$ cat src/rtl/xfer_sequencer_if.sv
// Instruction handshake plus the select/enable bus between the sequencer and
// the source/destination 3x8 decoders.
interface xfer_sequencer_if;
  logic [7:0] instr;
  logic       instr_valid;
  logic       instr_ready;
  logic [2:0] src_sel;
  logic       src_en;
  logic [2:0] dst_sel;
  logic       dst_en;
  logic       alu_go;
  logic       halted;
  logic [7:0] retired;
  logic [7:0] imm_bus;

  modport master (
    output instr, instr_valid,
    input  instr_ready, src_sel, src_en, dst_sel, dst_en,
           alu_go, halted, retired, imm_bus
  );

  modport slave (
    input  instr, instr_valid,
    output instr_ready, src_sel, src_en, dst_sel, dst_en,
           alu_go, halted, retired, imm_bus
  );
endinterface

$ cat src/rtl/xfer_sequencer.sv
// Byte-fed transfer sequencer driving the bus source and register load
// decoders; all outputs decode from registered state, ir and imm.
//
// state  | meaning
// IDLE   | ready for an instruction byte
// MOV    | drive src -> dst for one cycle
// LDI_W  | waiting for the immediate byte
// LDI_WR | drive immediate bus -> dst
// ALU1   | load src into ALU operand-A latch
// ALU2   | ALU result -> dst, alu_go asserted
// HALT   | stopped until reset
module xfer_sequencer #(
  parameter logic [2:0] IMM_SRC   = 3'd7,
  parameter logic [2:0] ALU_SRC   = 3'd6,
  parameter logic [2:0] ALU_A_DST = 3'd7
) (
  input  logic            clk,
  input  logic            rst,
  xfer_sequencer_if.slave bus
);

  typedef enum logic [2:0] {
    S_IDLE   = 3'd0,
    S_MOV    = 3'd1,
    S_LDI_W  = 3'd2,
    S_LDI_WR = 3'd3,
    S_ALU1   = 3'd4,
    S_ALU2   = 3'd5,
    S_HALT   = 3'd6
  } state_t;

  state_t     state;
  state_t     state_nxt;
  logic [5:0] ir;       // opcode is consumed at decode; only dst/src are kept
  logic [7:0] imm;
  logic [7:0] retired;
  logic       xfer;
  logic       retire;

  assign xfer   = bus.instr_valid & bus.instr_ready;
  assign retire = (state == S_MOV) | (state == S_LDI_WR) | (state == S_ALU2);

  always_ff @(posedge clk or posedge rst) begin
    if (rst) begin
      state <= S_IDLE;
    end else begin
      state <= state_nxt;
    end
  end

  always_comb begin
    state_nxt = state;
    unique case (state)
      S_IDLE: begin
        if (xfer) begin
          unique case (bus.instr[7:6])
            2'b00: state_nxt = S_MOV;
            2'b01: state_nxt = S_LDI_W;
            2'b10: state_nxt = S_ALU1;
            2'b11: state_nxt = S_HALT;
          endcase
        end
      end
      S_MOV:    state_nxt = S_IDLE;
      S_LDI_W:  if (xfer) state_nxt = S_LDI_WR;
      S_LDI_WR: state_nxt = S_IDLE;
      S_ALU1:   state_nxt = S_ALU2;
      S_ALU2:   state_nxt = S_IDLE;
      S_HALT:   state_nxt = S_HALT;
      default:  state_nxt = S_IDLE;
    endcase
  end

  always_ff @(posedge clk or posedge rst) begin
    if (rst) begin
      ir      <= '0;
      imm     <= '0;
      retired <= '0;
    end else begin
      if (state == S_IDLE && xfer) ir <= bus.instr[5:0];
      // Immediate byte is data regardless of its top bits.
      if (state == S_LDI_W && xfer) imm <= bus.instr;
      if (retire) retired <= retired + 8'd1;
    end
  end

  always_comb begin
    bus.instr_ready = 1'b0;
    bus.src_sel     = 3'd0;
    bus.dst_sel     = 3'd0;
    bus.src_en      = 1'b0;
    bus.dst_en      = 1'b0;
    bus.alu_go      = 1'b0;
    bus.halted      = 1'b0;
    unique case (state)
      S_IDLE:  bus.instr_ready = 1'b1;
      S_MOV: begin
        bus.src_sel = ir[2:0];
        bus.dst_sel = ir[5:3];
        bus.src_en  = 1'b1;
        bus.dst_en  = 1'b1;
      end
      S_LDI_W: bus.instr_ready = 1'b1;
      S_LDI_WR: begin
        bus.src_sel = IMM_SRC;
        bus.dst_sel = ir[5:3];
        bus.src_en  = 1'b1;
        bus.dst_en  = 1'b1;
      end
      S_ALU1: begin
        bus.src_sel = ir[2:0];
        bus.dst_sel = ALU_A_DST;
        bus.src_en  = 1'b1;
        bus.dst_en  = 1'b1;
      end
      S_ALU2: begin
        bus.src_sel = ALU_SRC;
        bus.dst_sel = ir[5:3];
        bus.src_en  = 1'b1;
        bus.dst_en  = 1'b1;
        bus.alu_go  = 1'b1;
      end
      S_HALT:  bus.halted = 1'b1;
      default: bus.instr_ready = 1'b0;
    endcase
  end

  assign bus.retired = retired;
  assign bus.imm_bus = imm;

endmodule

$ cat src/flat_wrapper.sv
// flat-port wrapper written by rule: the top's interface ports become plain ports
module xfer_sequencer_flat 
#(
  parameter logic [2:0] IMM_SRC   = 3'd7,
  parameter logic [2:0] ALU_SRC   = 3'd6,
  parameter logic [2:0] ALU_A_DST = 3'd7
)
  (clk, rst, bus_instr, bus_instr_valid, bus_instr_ready, bus_src_sel, bus_src_en, bus_dst_sel, bus_dst_en, bus_alu_go, bus_halted, bus_retired, bus_imm_bus);
  xfer_sequencer_if bus_i ();
  input  logic clk;
  input  logic rst;
  input wire logic [$bits(bus_i.instr)-1:0] bus_instr;
  input wire logic [$bits(bus_i.instr_valid)-1:0] bus_instr_valid;
  output wire logic [$bits(bus_i.instr_ready)-1:0] bus_instr_ready;
  output wire logic [$bits(bus_i.src_sel)-1:0] bus_src_sel;
  output wire logic [$bits(bus_i.src_en)-1:0] bus_src_en;
  output wire logic [$bits(bus_i.dst_sel)-1:0] bus_dst_sel;
  output wire logic [$bits(bus_i.dst_en)-1:0] bus_dst_en;
  output wire logic [$bits(bus_i.alu_go)-1:0] bus_alu_go;
  output wire logic [$bits(bus_i.halted)-1:0] bus_halted;
  output wire logic [$bits(bus_i.retired)-1:0] bus_retired;
  output wire logic [$bits(bus_i.imm_bus)-1:0] bus_imm_bus;
  assign bus_i.instr = bus_instr;
  assign bus_i.instr_valid = bus_instr_valid;
  assign bus_instr_ready = bus_i.instr_ready;
  assign bus_src_sel = bus_i.src_sel;
  assign bus_src_en = bus_i.src_en;
  assign bus_dst_sel = bus_i.dst_sel;
  assign bus_dst_en = bus_i.dst_en;
  assign bus_alu_go = bus_i.alu_go;
  assign bus_halted = bus_i.halted;
  assign bus_retired = bus_i.retired;
  assign bus_imm_bus = bus_i.imm_bus;
  xfer_sequencer #(.IMM_SRC(IMM_SRC), .ALU_SRC(ALU_SRC), .ALU_A_DST(ALU_A_DST)) u_core (.clk(clk), .rst(rst), .bus(bus_i));
endmodule
$ cat config.mk
export PLATFORM = sky130hd
export DESIGN_NAME = xfer_sequencer_flat
export DESIGN_NICKNAME = d
export VERILOG_FILES = /design/src/rtl/xfer_sequencer_if.sv /design/src/rtl/xfer_sequencer.sv /design/src/flat_wrapper.sv
export SDC_FILE = /design/constraint.sdc
export NUM_CORES = 1
export LEC_CHECK = 0
export CORE_MARGIN = 1.5
export CORE_UTILIZATION = 48
export DETAILED_ROUTE_END_ITERATION = 10
export HOLD_SLACK_MARGIN = 0.1
export PLACE_DENSITY = 0.85
export SYNTH_ARGS = -nofsm -noshare
export SYNTH_HDL_FRONTEND = slang
export SYNTH_SLANG_ARGS = --single-unit
$ cat constraint.sdc
create_clock -name clk -period 3.8 [get_ports clk]
set_clock_uncertainty 0.15 [all_clocks]
set_input_delay 0.76 -clock clk [delete_from_list [all_inputs] [get_ports clk]]
set_output_delay 0.76 -clock clk [all_outputs]
set_load 0.02 [all_outputs]
==> reports/metrics.yaml <==
status: "completed"
yosysSeqAreaShare_pct: 54.1
holdPathEnd: "u_core.bus.retired[7]"
drive_above_1_share_pct: 11.6
powerDensity_nw_per_um2: 920
avgRoutedWirePerCell_um: 14.3
critPathSlowestCell: "dfrtp_1"
p_sw_share_pct: 41.8
pre_cts_ws_ns: 1.12
cts.clk_slew.worst_paths_ns: 0.13
clkPwrFrac_pct: 8.5
wl_um: 2380
place.gp.congestion: 0.897
cap_violations: 0
cts_buffers: 3
p_int_mw: 0.825
hpwl_um: 1810
slew_violations: 0
synthAdderAreaFrac_pct: 1.08
ant_nets: 0
rows: 17
clk_latency_ns: 0.32
finalHoldViolations: 0
htree_levels: 1
start_kind: "flip-flop"
end_kind: "primary output"
die_h_um: 52.1
timing.rr.start: "u_core.state[0]"
syn2layout_area_growth_pct: 33.2
period_minus_slack_ns: 3.08
syn_area_per_cell_um2: 11.1
fin_nets: 151
clock_sinks: 25
synth_xor_area_share_pct: 5.30
grt_pass1_vias: 838
ios: 38
hold_class: "reg -> reg"
grt_overflow: 0
drt_pass1_iterations: 4
yosys.area_share.simple_pct: 14.7
grt_max_degree: 26
crit_type: "reg -> out"
report.final.setup_viol: 0
synth_fp_nets: 116
syn_area_um2: 1160
p_leak_nw: 0.658
holdCritStartpoint: "u_core.bus.retired[7]"
dp.cells: 162
r2r-end: "u_core.bus.imm_bus[4]"
synth_top_family_by_area: "simple AND/OR/NAND/NOR gates"
seq_power_share_pct: 36.8
clockBufferDepth: 2
grt_first_pass_wirelength_um: 3870
drt_iter0_drc: 24
fp.coreArea_um2: 2250
ctsHoldBuffers: 0
start_util_pct: 51.3
synth_mux_area_share_pct: 11.7
crit_required_ns: 2.89
slew-limit-headroom_pct: 38.6
cp.arrival_ns: 2.17
fmax_ghz: 0.324
viasPerCell: 5.34
fin_cells: 166
cts_resized: 0
rsz0062_at_grt: "false"
finalCritPeriodShare_pct: 81.1
ys_types: 26
post_cts_buffers: 0
reg2reg_depth: 3
ys_warn_count: 0
drcViolationCount: 0
port_buffers: 37
globalRouteTotalUtil_pct: 19.5
cp_max_fo: 17
antenna_found_initial: 0
vias: 886
ir_worst_vdd_mv: 0.579
tns_ns: 0
synth_compound_gate_area_share_pct: 7.14
die_area_um2: 2710
hold_ws_ns: 0.328
r2r_setup_slack_ns: 1.94
slowest_delay_ns: 0.70
holdPathStages: 1
worstMarginPinSlew_ns: 0.920
cp_cell_sequence: "o21ai_0 -> a21oi_1 -> clkdlybuf4s50_1"
cts_tree: "yes"
syn-instance-count: 104
antenna_cells: 0
synth-seq-cells: 25
switchingPower_mw: 0.593
cts_root_buffer: "clkbuf_4"
pwr-share-comb_pct: 54.8
die_w_um: 52.1
setup_slack_ns: 0.717
==> synthesized netlist by cell type (all sizes together) <==
cell type	n	share of area (%)
nor2	5	1.6
clkbuf	1	0.32
o22ai	1	0.54
dfrtp	25	54
xnor2	2	1.5
inv	6	1.9
nor4	2	1.1
mux2	12	12
a211oi	1	0.65
nor4b	1	2.1
nand3b	2	1.3
a21boi	1	0.65
nand2	10	3.2
a21oi	6	2.6
a31oi	1	0.54
nor3b	1	0.65
xor2	5	3.8
and2	1	0.54
nand4	2	1.1
ha	1	1.1
nor3	6	2.6
buf	6	3.8
and3	1	0.54
o21ai	5	2.2
==> stage by stage <==
| step | utilization [%] | total power, mW | area, µm² |
|---|---|---|---|
| after floorplan | - | 0.976 | 1160 |
| after global placement | 67.2 | 1.28 | 1520 |
| after detailed placement | 67.2 | 1.31 | 1520 |
| after CTS | 68.4 | 1.43 | 1540 |
| after global routing | 68.4 | 1.50 | 1540 |
| final | 68.4 | 1.42 | 1540 |
==> state kept, by name, summed over array words and instances, names as in the netlist <==
signal              flops
u_core.bus.imm_bus      8
u_core.bus.retired      8
u_core.ir               6
u_core.state            3
==> cells in the final DEF (no fill, tap or decap) <==
| master | n |
|---|---|
| clkdlybuf4s50_1 | 37 |
| nand2_1 | 10 |
| nor3_1 | 6 |
| xor2_1 | 5 |
| nand4_1 | 2 |
| dfrtp_1 | 25 |
| nor4_1 | 2 |
| nor2_1 | 5 |
| nand3b_1 | 2 |
| inv_1 | 6 |
| mux2_2 | 12 |
| a31oi_1 | 1 |
| and2_1 | 1 |
| ha_1 | 1 |
| a21boi_1 | 1 |
| a211oi_1 | 1 |
| o22ai_1 | 1 |
| o21ai_0 | 5 |
| and3_1 | 1 |
| a21oi_1 | 6 |
| nor4b_4 | 1 |
| xnor2_1 | 2 |
| nor3b_1 | 1 |
| clkbuf_4 | 3 |
| clkbuf_1 | 1 |
==> how the worst max path moves through the flow <==
stage | startpoint | slack (ns) | end | depth (start not counted)
finish | u_core.state[0] | 0.72 | bus_dst_sel[0] | 3
global route | u_core.state[0] | 0.58 | bus_dst_sel[1] | 3
CTS | u_core.state[0] | 0.73 | bus_dst_sel[1] | 3
detailed placement | u_core.state[0] | 1.12 | bus_dst_sel[1] | 3
global placement | u_core.state[0] | 1.17 | bus_dst_sel[2] | 3
floorplan | u_core.state[0] | 1.62 | bus_alu_go | 3
==> worst max-delay path, delay by kind of cell, from the launching register on <==
family / cells / cell delay [ns]
buffers and inverters: 1 / 0.62
AO/OA/AOI/OAI: 2 / 0.52
flip-flops: 1 / 0.70
==> power groups by stage <==
stage	clock [mW]	sequential [mW]	combinational [mW]
after floorplan	0	0.562	0.414
after global placement	0	0.514	0.771
after detailed placement	0	0.526	0.781
after CTS	0.125	0.521	0.784
after global routing	0.131	0.543	0.831
final	0.120	0.521	0.777
==> per-layer routing <==
| metal | share of wire, % | GRT usage, % | vias to the layer above |
|---|---|---|---|
| li1 | - | - | 422 |
| met1 | 44 | 26.1 | 428 |
| met2 | 50 | 29.7 | 30 |
| met3 | 3.7 | 3.16 | 6 |
| met4 | 2.1 | 11.0 | 0 |
| met5 | 0 | 0 | - |
==> final cells by class <==
cell class              instances  area, µm²
fillers                       180        713
well taps                      28       35.0
multi-input cells              66        462
inverters                       6       22.5
flip-flops and latches         25        626
repair buffers                 37        370
clock buffers                   4       26.3
==> kinds of logic after synthesis <==
kind of cell    Yosys count
simple gates             31
buf+inv                  13
compound gates           15
xor+xnor                  7
flops                    25
fa+ha+maj                 1
mux                      12
No activity file was read; power rests on OpenSTA's default activity.
